### src/rtl/enigma_ctrl.sv
// Job sequencer for an enigma core: streams rotor tables A and B, then message
// words, and returns counted core results to the host with an idle watchdog.
module enigma_ctrl #(
    parameter int TBL_DEPTH = 64,
    parameter int WDOG      = 16
) (
    input  logic       clk,
    input  logic       srst_n,
    input  logic       start,
    input  logic       mode,
    input  logic [7:0] len,
    input  logic       in_valid,
    output logic       in_ready,
    input  logic [5:0] in_data,
    output logic       core_load,
    output logic       core_encrypt,
    output logic [1:0] core_table_idx,
    output logic       core_crypt_mode,
    output logic [5:0] core_code_in,
    input  logic       core_code_valid,
    input  logic [5:0] core_code_out,
    output logic       out_valid,
    output logic [5:0] out_data,
    output logic       busy,
    output logic       done,
    output logic       err,
    output logic [2:0] dbg_state
);

    // Handshake: a word moves on a rising edge where in_valid and in_ready are
    // both high; in_ready never depends on in_valid.

    typedef enum logic [2:0] {
        IDLE, LOAD_A, LOAD_B, GAP, RUN, DRAIN, DONE
    } state_t;

    localparam int WD_W = $clog2(WDOG + 1);
    localparam logic [5:0]      IDX_LAST = 6'(TBL_DEPTH - 1);
    localparam logic [WD_W-1:0] WD_LAST  = WD_W'(WDOG - 1);

    state_t          state, state_nxt;
    logic            mode_q;
    logic [7:0]      len_q;
    logic [5:0]      idx;
    logic [7:0]      sent;
    logic [7:0]      rcv;
    logic [7:0]      rcv_nxt;
    logic [WD_W-1:0] wd_cnt;
    logic            err_q;
    logic            xfer;
    logic            loading;
    logic            rcv_hit;
    logic            err_hit;
    logic            wdog_fire;

    assign loading   = (state == LOAD_A) || (state == LOAD_B);
    assign in_ready  = loading || ((state == RUN) && (sent < len_q));
    assign xfer      = in_valid && in_ready;
    // Only results inside the job window are counted; anything else is a fault.
    assign rcv_hit   = core_code_valid && ((state == RUN) || (state == DRAIN)) && (rcv < len_q);
    assign err_hit   = core_code_valid && !rcv_hit;
    assign rcv_nxt   = rcv + {7'd0, rcv_hit};
    assign wdog_fire = (state == DRAIN) && !core_code_valid && (wd_cnt == WD_LAST)
                       && (rcv_nxt != len_q);

    assign busy            = (state != IDLE);
    assign done            = (state == DONE);
    assign err             = err_q;
    assign core_crypt_mode = mode_q;
    assign dbg_state       = state;

    always_ff @(posedge clk) begin
        if (!srst_n) begin
            state <= IDLE;
        end else begin
            state <= state_nxt;
        end
    end

    always_comb begin
        state_nxt = state;
        case (state)
            IDLE:    if (start) state_nxt = LOAD_A;
            LOAD_A:  if (xfer && (idx == IDX_LAST)) state_nxt = LOAD_B;
            LOAD_B:  if (xfer && (idx == IDX_LAST)) state_nxt = GAP;
            GAP:     state_nxt = (len_q == 8'd0) ? DONE : RUN;
            RUN:     if (xfer && ((sent + 8'd1) == len_q)) state_nxt = DRAIN;
            DRAIN:   if ((rcv_nxt == len_q) || wdog_fire) state_nxt = DONE;
            DONE:    state_nxt = IDLE;
            default: state_nxt = IDLE;
        endcase
    end

    always_ff @(posedge clk) begin
        if (!srst_n) begin
            mode_q         <= 1'b0;
            len_q          <= 8'd0;
            idx            <= 6'd0;
            sent           <= 8'd0;
            rcv            <= 8'd0;
            wd_cnt         <= '0;
            err_q          <= 1'b0;
            core_load      <= 1'b0;
            core_encrypt   <= 1'b0;
            core_table_idx <= 2'd3;
            core_code_in   <= 6'd0;
            out_valid      <= 1'b0;
            out_data       <= 6'd0;
        end else begin
            core_load    <= xfer && loading;
            core_encrypt <= xfer && (state == RUN);
            if (xfer && (state == LOAD_A)) begin
                core_table_idx <= 2'd1;
            end else if (xfer && (state == LOAD_B)) begin
                core_table_idx <= 2'd2;
            end else begin
                core_table_idx <= 2'd3;
            end
            if (xfer) begin
                core_code_in <= in_data;
            end
            out_valid <= rcv_hit;
            if (rcv_hit) begin
                out_data <= core_code_out;
            end

            if ((state == IDLE) && start) begin
                mode_q <= mode;
                len_q  <= len;
                idx    <= 6'd0;
                sent   <= 8'd0;
                rcv    <= 8'd0;
                wd_cnt <= '0;
                err_q  <= 1'b0;
            end else begin
                // Index restarts at 0 for each table.
                if (xfer && loading) begin
                    idx <= (idx == IDX_LAST) ? 6'd0 : idx + 6'd1;
                end
                if (xfer && (state == RUN)) begin
                    sent <= sent + 8'd1;
                end
                rcv <= rcv_nxt;
                if ((state == DRAIN) && !core_code_valid) begin
                    wd_cnt <= wd_cnt + 1'b1;
                end else begin
                    wd_cnt <= '0;
                end
                if (err_hit || wdog_fire) begin
                    err_q <= 1'b1;
                end
            end
        end
    end

endmodule

### config.mk
export PLATFORM = sky130hd
export DESIGN_NAME = enigma_ctrl
export DESIGN_NICKNAME = d
export VERILOG_FILES = /design/src/rtl/enigma_ctrl.sv
export SDC_FILE = /design/constraint.sdc
export NUM_CORES = 1
export LEC_CHECK = 0
export CORE_MARGIN = 2
export CORE_UTILIZATION = 43
export DETAILED_ROUTE_END_ITERATION = 10
export PLACE_DENSITY = 0.71
export SYNTH_ARGS = -nofsm -noshare
export SYNTH_HDL_FRONTEND = slang
export SYNTH_SLANG_ARGS = --single-unit
### constraint.sdc
create_clock -name clk -period 4.86 [get_ports clk]
set_input_delay 1.458 -clock clk [delete_from_list [all_inputs] [get_ports clk]]
set_output_delay 1.458 -clock clk [all_outputs]
set_load 0.03 [all_outputs]
* Word-level counts from Yosys, hierarchy flattened
Cells that the tools add are included.
** Storage, ports and cells
- Bits in registers :: 57
- Latch bits :: 0
- Bits in writable memories :: 0
- Memory bits (read-only) :: 0
- Word-level logic and storage cells :: 78
- Memories kept :: 0
** Cells by class
- $add $sub $neg :: 4
- $mul :: 0
- Div/mod/pow operators :: 0
- $lt $le $gt $ge :: 2
- Equality and inequality tests :: 16
- Shift-type cells :: 0
- Multiplexer cells :: 10
- Bitwise operators :: 2
- Reduce and logical (&&, ||, !) cells :: 29
** Operators by type and width (count)
- 3-bit case mux with 6 select lines :: 1
- 8-bit == test :: 2
- 8-bit < comparator :: 2
- 1-bit logical AND :: 15
- 3-bit two-way mux :: 5
- 3-bit == test (second input constant) :: 3
- 8-bit by 1-bit adder with 8-bit output :: 1
- 8-bit by 1-bit adder with 8-bit output (second input constant) :: 1
- 8-bit zero test :: 1
- 2-bit by 1-bit != test with 1-bit output (second input constant) :: 4
- 8-bit != test :: 1
- 6-bit by 1-bit adder with 6-bit output (second input constant) :: 1
- 3-bit by 2-bit == test with 1-bit output (second input constant) :: 2
- 6-bit == test (second input constant) :: 1
- 6-bit two-way mux :: 1
- 5-bit by 1-bit adder with 5-bit output (second input constant) :: 1
- 5-bit by 4-bit == test with 1-bit output (second input constant) :: 1
- 1-bit logical OR :: 5
- 5-bit AND reduction :: 1
- 2-bit two-way mux :: 2
- 2-bit OR reduction :: 2
- 3-bit by 1-bit == test with 1-bit output (second input constant) :: 1
- 3-bit zero test :: 1
- 3-bit nonzero test :: 1
- 5 further kinds :: 7

* Logic depth before layout (Yosys ltp)
- Depth in word-level cells :: 10
- Mapped depth :: 15
- Depth with buffers taken out :: 14

* Worst setup path after synthesis
OpenSTA, ideal clock, no wires.
- Path kind :: input port to flip-flop
- From :: in core_code_valid
- To :: reg err_q, in the netlist err
- Setup time :: 117 ps
- Data arrival time :: 3935 ps
- Data required time :: 4743 ps
- Setup slack :: 808 ps
- Cell stages on the path :: 11
- Buffers on the path :: 0
- Cells stage by stage :: inv_1 -> a2111oi_0 -> nand2_1 -> a31oi_4 -> ha_1 -> ha_1 -> xor3_1 -> a2111o_1 -> a2111oi_2 -> nand4_1 -> a32o_2
** On the way
- Longest elaborated chain between the ends :: 6
- Elaborated cells on any way between the ends :: 11
- Classes of those cells :: add/sub: 1; eq/ne: 1; reduce/logical: 9
** Ends and longest elaborated chain
- from (decl) :: line 20 : input logic core_code_valid,
- 1-bit logical AND * (2 in a row) :: line 60 : assign rcv_hit = core_code_valid && ((state == RUN) || (state == DRAIN)) && (rcv < len_q);
- named net rcv_hit :: line 52 : logic rcv_hit;
- 8-bit by 1-bit adder with 8-bit output :: line 62 : assign rcv_nxt = rcv + {7'd0, rcv_hit};
- 8-bit != test :: line 64 : && (rcv_nxt != len_q);
- 1-bit logical AND :: line 64
- 1-bit logical OR * :: line 149 : if (err_hit || wdog_fire) begin
- to (signal assigned) :: line 102 : err_q <= 1'b0;
- to (signal assigned) :: line 134 : err_q <= 1'b0;
- to (signal assigned) :: line 150 : err_q <= 1'b1;
- to (decl) :: line 49 : logic err_q;
The timed path passes the listed nets; every way through them passes the cells marked *.
A chain may end at the register's enable or synchronous reset.

* Final worst setup path
- From :: in core_code_valid
- To :: reg state[0], in the netlist dbg_state[0]
** On the way
- Longest elaborated chain between the ends :: 8
- Elaborated cells on any way between the ends :: 12
- Classes of those cells :: add/sub: 1; eq/ne: 3; reduce/logical: 8
** Ends and longest elaborated chain
- 1-bit logical AND * (2 in a row) :: line 60
- named net rcv_hit :: line 52
- 8-bit by 1-bit adder with 8-bit output * :: line 62
- 8-bit != test :: line 64
- 1-bit logical AND :: line 64
- 1-bit logical OR * :: line 88 : DRAIN: if ((rcv_nxt == len_q) || wdog_fire) state_nxt = DONE;
- 2-bit by 1-bit != test with 1-bit output (no source line) *
- 5-bit AND reduction (no source line) *
- to (signal assigned) :: line 76 : state <= state_nxt;
- to (decl) :: line 41 : state_t state, state_nxt;
Marks and branches as above.

==> flow_summary.json <==
{
  "run_status": "complete, no violations",
  "synth_compound_area_frac": 0.136,
  "vias": 2587,
  "ys_top_cells_by_area": "dfxtp_1 36%, ha_1 8.4%, xnor2_1 5.6%",
  "synth_warnings": 0,
  "multi_input_comb_area_mm2": 0.00184,
  "hold_viol": 0,
  "syn_to_final_growth_pct": 23.8,
  "yosys.area_share.adder": 0.0839,
  "worstSetupPathType": "in -> reg",
  "whs_path_depth": 1,
  "h-tree-depth": 3,
  "final_max_slew_viol_count": 0,
  "startpoint_type": "primary input",
  "die_w_um": 89.3,
  "cp.arrival_ps": 4570,
  "cts_num_sinks": 57,
  "port-buffer-count": 50,
  "syn_area_per_cell_um2": 8.94,
  "fin_skew_ps": 7.80,
  "synth_mux_area_frac": 0.0512,
  "ff2ff_path_depth": 14,
  "synth.ff_latch_count": 57,
  "synth_cells": 350,
  "maxSlewHeadroom": 0.574,
  "worst-path-max-fanout": 3,
  "netlist_area_mm2": 0.00313,
  "rsz0062_at_grt": "no",
  "wl_per_cell_um": 14.1,
  "synth_ff_type": "dfxtp_1",
  "cp_common_cell": "ha_1",
  "synth_top_family_by_area": "simple AND/OR/NAND/NOR gates",
  "cts-root-buf": "clkbuf_8",
  "setup_viol": 0,
  "grt_pass1_wl_um": 11700,
  "core_area_mm2": 0.00714,
  "clock_path_buffers": 2,
  "cp_slowest_cell": "clkdlybuf4s50_1",
  "dp_hpwl_um": 5170,
  "antenna_found_initial": 0,
  "cp-end-kind": "flip-flop",
  "ys_seq_area_frac": 0.365,
  "io_pins": 51,
  "maxCapViolCount": 0,
  "ctsHoldBuffers": 0,
  "synth_common_cells": "57 x dfxtp_1, 42 x nand2_1, 21 x ha_1, 21 x nor2_1, 20 x xnor2_1",
  "cts_buffers": 9,
  "clk_pin_slew_ps": 60,
  "synth_largest_area_cell": "dfxtp_1",
  "p_per_area_mw_per_mm2": 275,
  "fin_util": 0.543,
  "grt_util_all_layers": 0.191,
  "p_leak_nw": 1.46,
  "yosysMostFrequentCell": "dfxtp_1",
  "grt_max_degree": 35,
  "tritoncts": "done",
  "hold_class": "reg -> reg",
  "timing.fmax_mhz": 230,
  "post-cts-setup-buffers": 0,
  "nNetsFinal": 446,
  "fin_area_mm2": 0.00387,
  "fin_crit_sh": 0.894,
  "async_flop_share": 0,
  "regArea_mm2": 0.00114,
  "pre_cts_ws_ps": 162,
  "n_antenna_cell": 0,
  "worst_slack_ps": 515,
  "postRouteAntennaNets": 0,
  "drive_gt1_frac": 0.0743,
  "synth_xor_area_frac": 0.0915,
  "path_cells": "clkdlybuf4s50_1, inv_1, a2111oi_0, nand2_1, a31oi_4, ha_1, ha_1, xor3_1, a2111o_1, a2111oi_2, nand4_1, a21o_1, o211a_1",
  "postRouteWirelength_um": 7110,
  "hold_ws_ps": 453,
  "drc_errors": 0,
  "gp_congestion": 0.868,
  "period_needed_ps": 4350,
  "crit_required_ps": 5090,
  "die_area_mm2": 0.00798,
  "drtPass1Iterations": 4,
  "cts_resized": 0,
  "place_area_mm2": 0.00369,
  "tightest_slew_ps": 624,
  "slowest_delay_ps": 500,
  "viasPerCell": 5.14,
  "drtIter0Drc": 146,
  "grt-ovfl-total": 0,
  "fill_cells": 682,
  "yosys.area_share.simple": 0.226,
  "syn_nets": 397,
  "clkLatencyLatePin_ps": 340,
  "synth_edf_count": 0,
  "vdd_drop_max_uv": 168,
  "die_h_um": 89.3,
  "finalSetupTns_ps": 0,
  "grt_pass1_vias": 2422,
  "rows": 31,
  "post-synth-top-area-fraction": 0.365,
  "start_util": 0.439,
  "synth_cell_types": 54
}
worst max-delay path, delay by kind of cell:
kind                     cells  cell delay (ps)
XOR/XNOR                     1              250
buffers and inverters        2              580
AND/OR/NAND/NOR              2              360
adder cells (fa/ha/maj)      2              420
AO/OA/AOI/OAI                6             1490
cell usage in the layout, fill, tap and decap left out, drive strengths merged, types with 11 or more instances in the layout:
cell type and instances:
mux2i 16, nor2 21, inv 13, and3 11
nor2b 14, ha 21, xnor2 20, nand2 42
a21oi 18, clkbuf 13, clkdlybuf4s50 50, dfxtp 57
final cells by class:
cell class | instances | share of cell area
clock buffer | 13 | 0.0384
clock inverter | 3 | 0.0103
inverter | 13 | 0.0126
multi-input combinational | 264 | 0.475
sequential | 57 | 0.294
tap | 99 | 0.0320
timing repair buffer | 54 | 0.137
power breakdown:
part	internal (W)	switching, W	total, W
clock network	0.000250	0.000179	0.000429
registers	0.000478	0.0000162	0.000494
logic	0.0000694	0.0000727	0.000142
total	0.000796	0.000268	0.00106
registers in the layout, summed over array words and instances (netlist names):
| signal | flops |
|---|---|
| core_code_in | 6 |
| core_crypt_mode | 1 |
| core_encrypt | 1 |
| core_load | 1 |
| core_table_idx | 2 |
| dbg_state | 3 |
| err | 1 |
| idx | 6 |
| len_q | 8 |
| out_data | 6 |
| out_valid | 1 |
| rcv | 8 |
| sent | 8 |
| wd_cnt | 5 |
routing by layer:
metal / up-vias / track usage / routed length, um
li1: 1329 / - / -
met1: 1189 / 0.254 / 3430
met2: 62 / 0.296 / 3230
met3: 7 / 0.0693 / 360
met4: 0 / 0.0516 / 80
met5: - / 0 / 0
worst paths after layout:
| kind | start | to | slack, ps |
|---|---|---|---|
| min | wd_cnt[0] | wd_cnt[0] | 450 |
| min reg2reg | wd_cnt[0] | wd_cnt[0] | 450 |
| max | core_code_valid | dbg_state[0] | 510 |
| max reg2reg | len_q[5] | dbg_state[0] | 990 |
cells by family (layout without fill, tap and decap cells):
family	Yosys count	after routing
buf+inv	29	83
mux	16	16
compound gates	60	60
fa+ha+maj	21	21
flops	57	57
simple gates	136	136
xor+xnor	31	31
per-stage QoR:
stage	power, W	instances
final	0.00106	503
after floorplan	0.000591	350
after CTS	0.00108	503
after detailed placement	0.000646	487
after global routing	0.00111	503
after global placement	0.000644	487
Power figures use the tool's default switching activity.
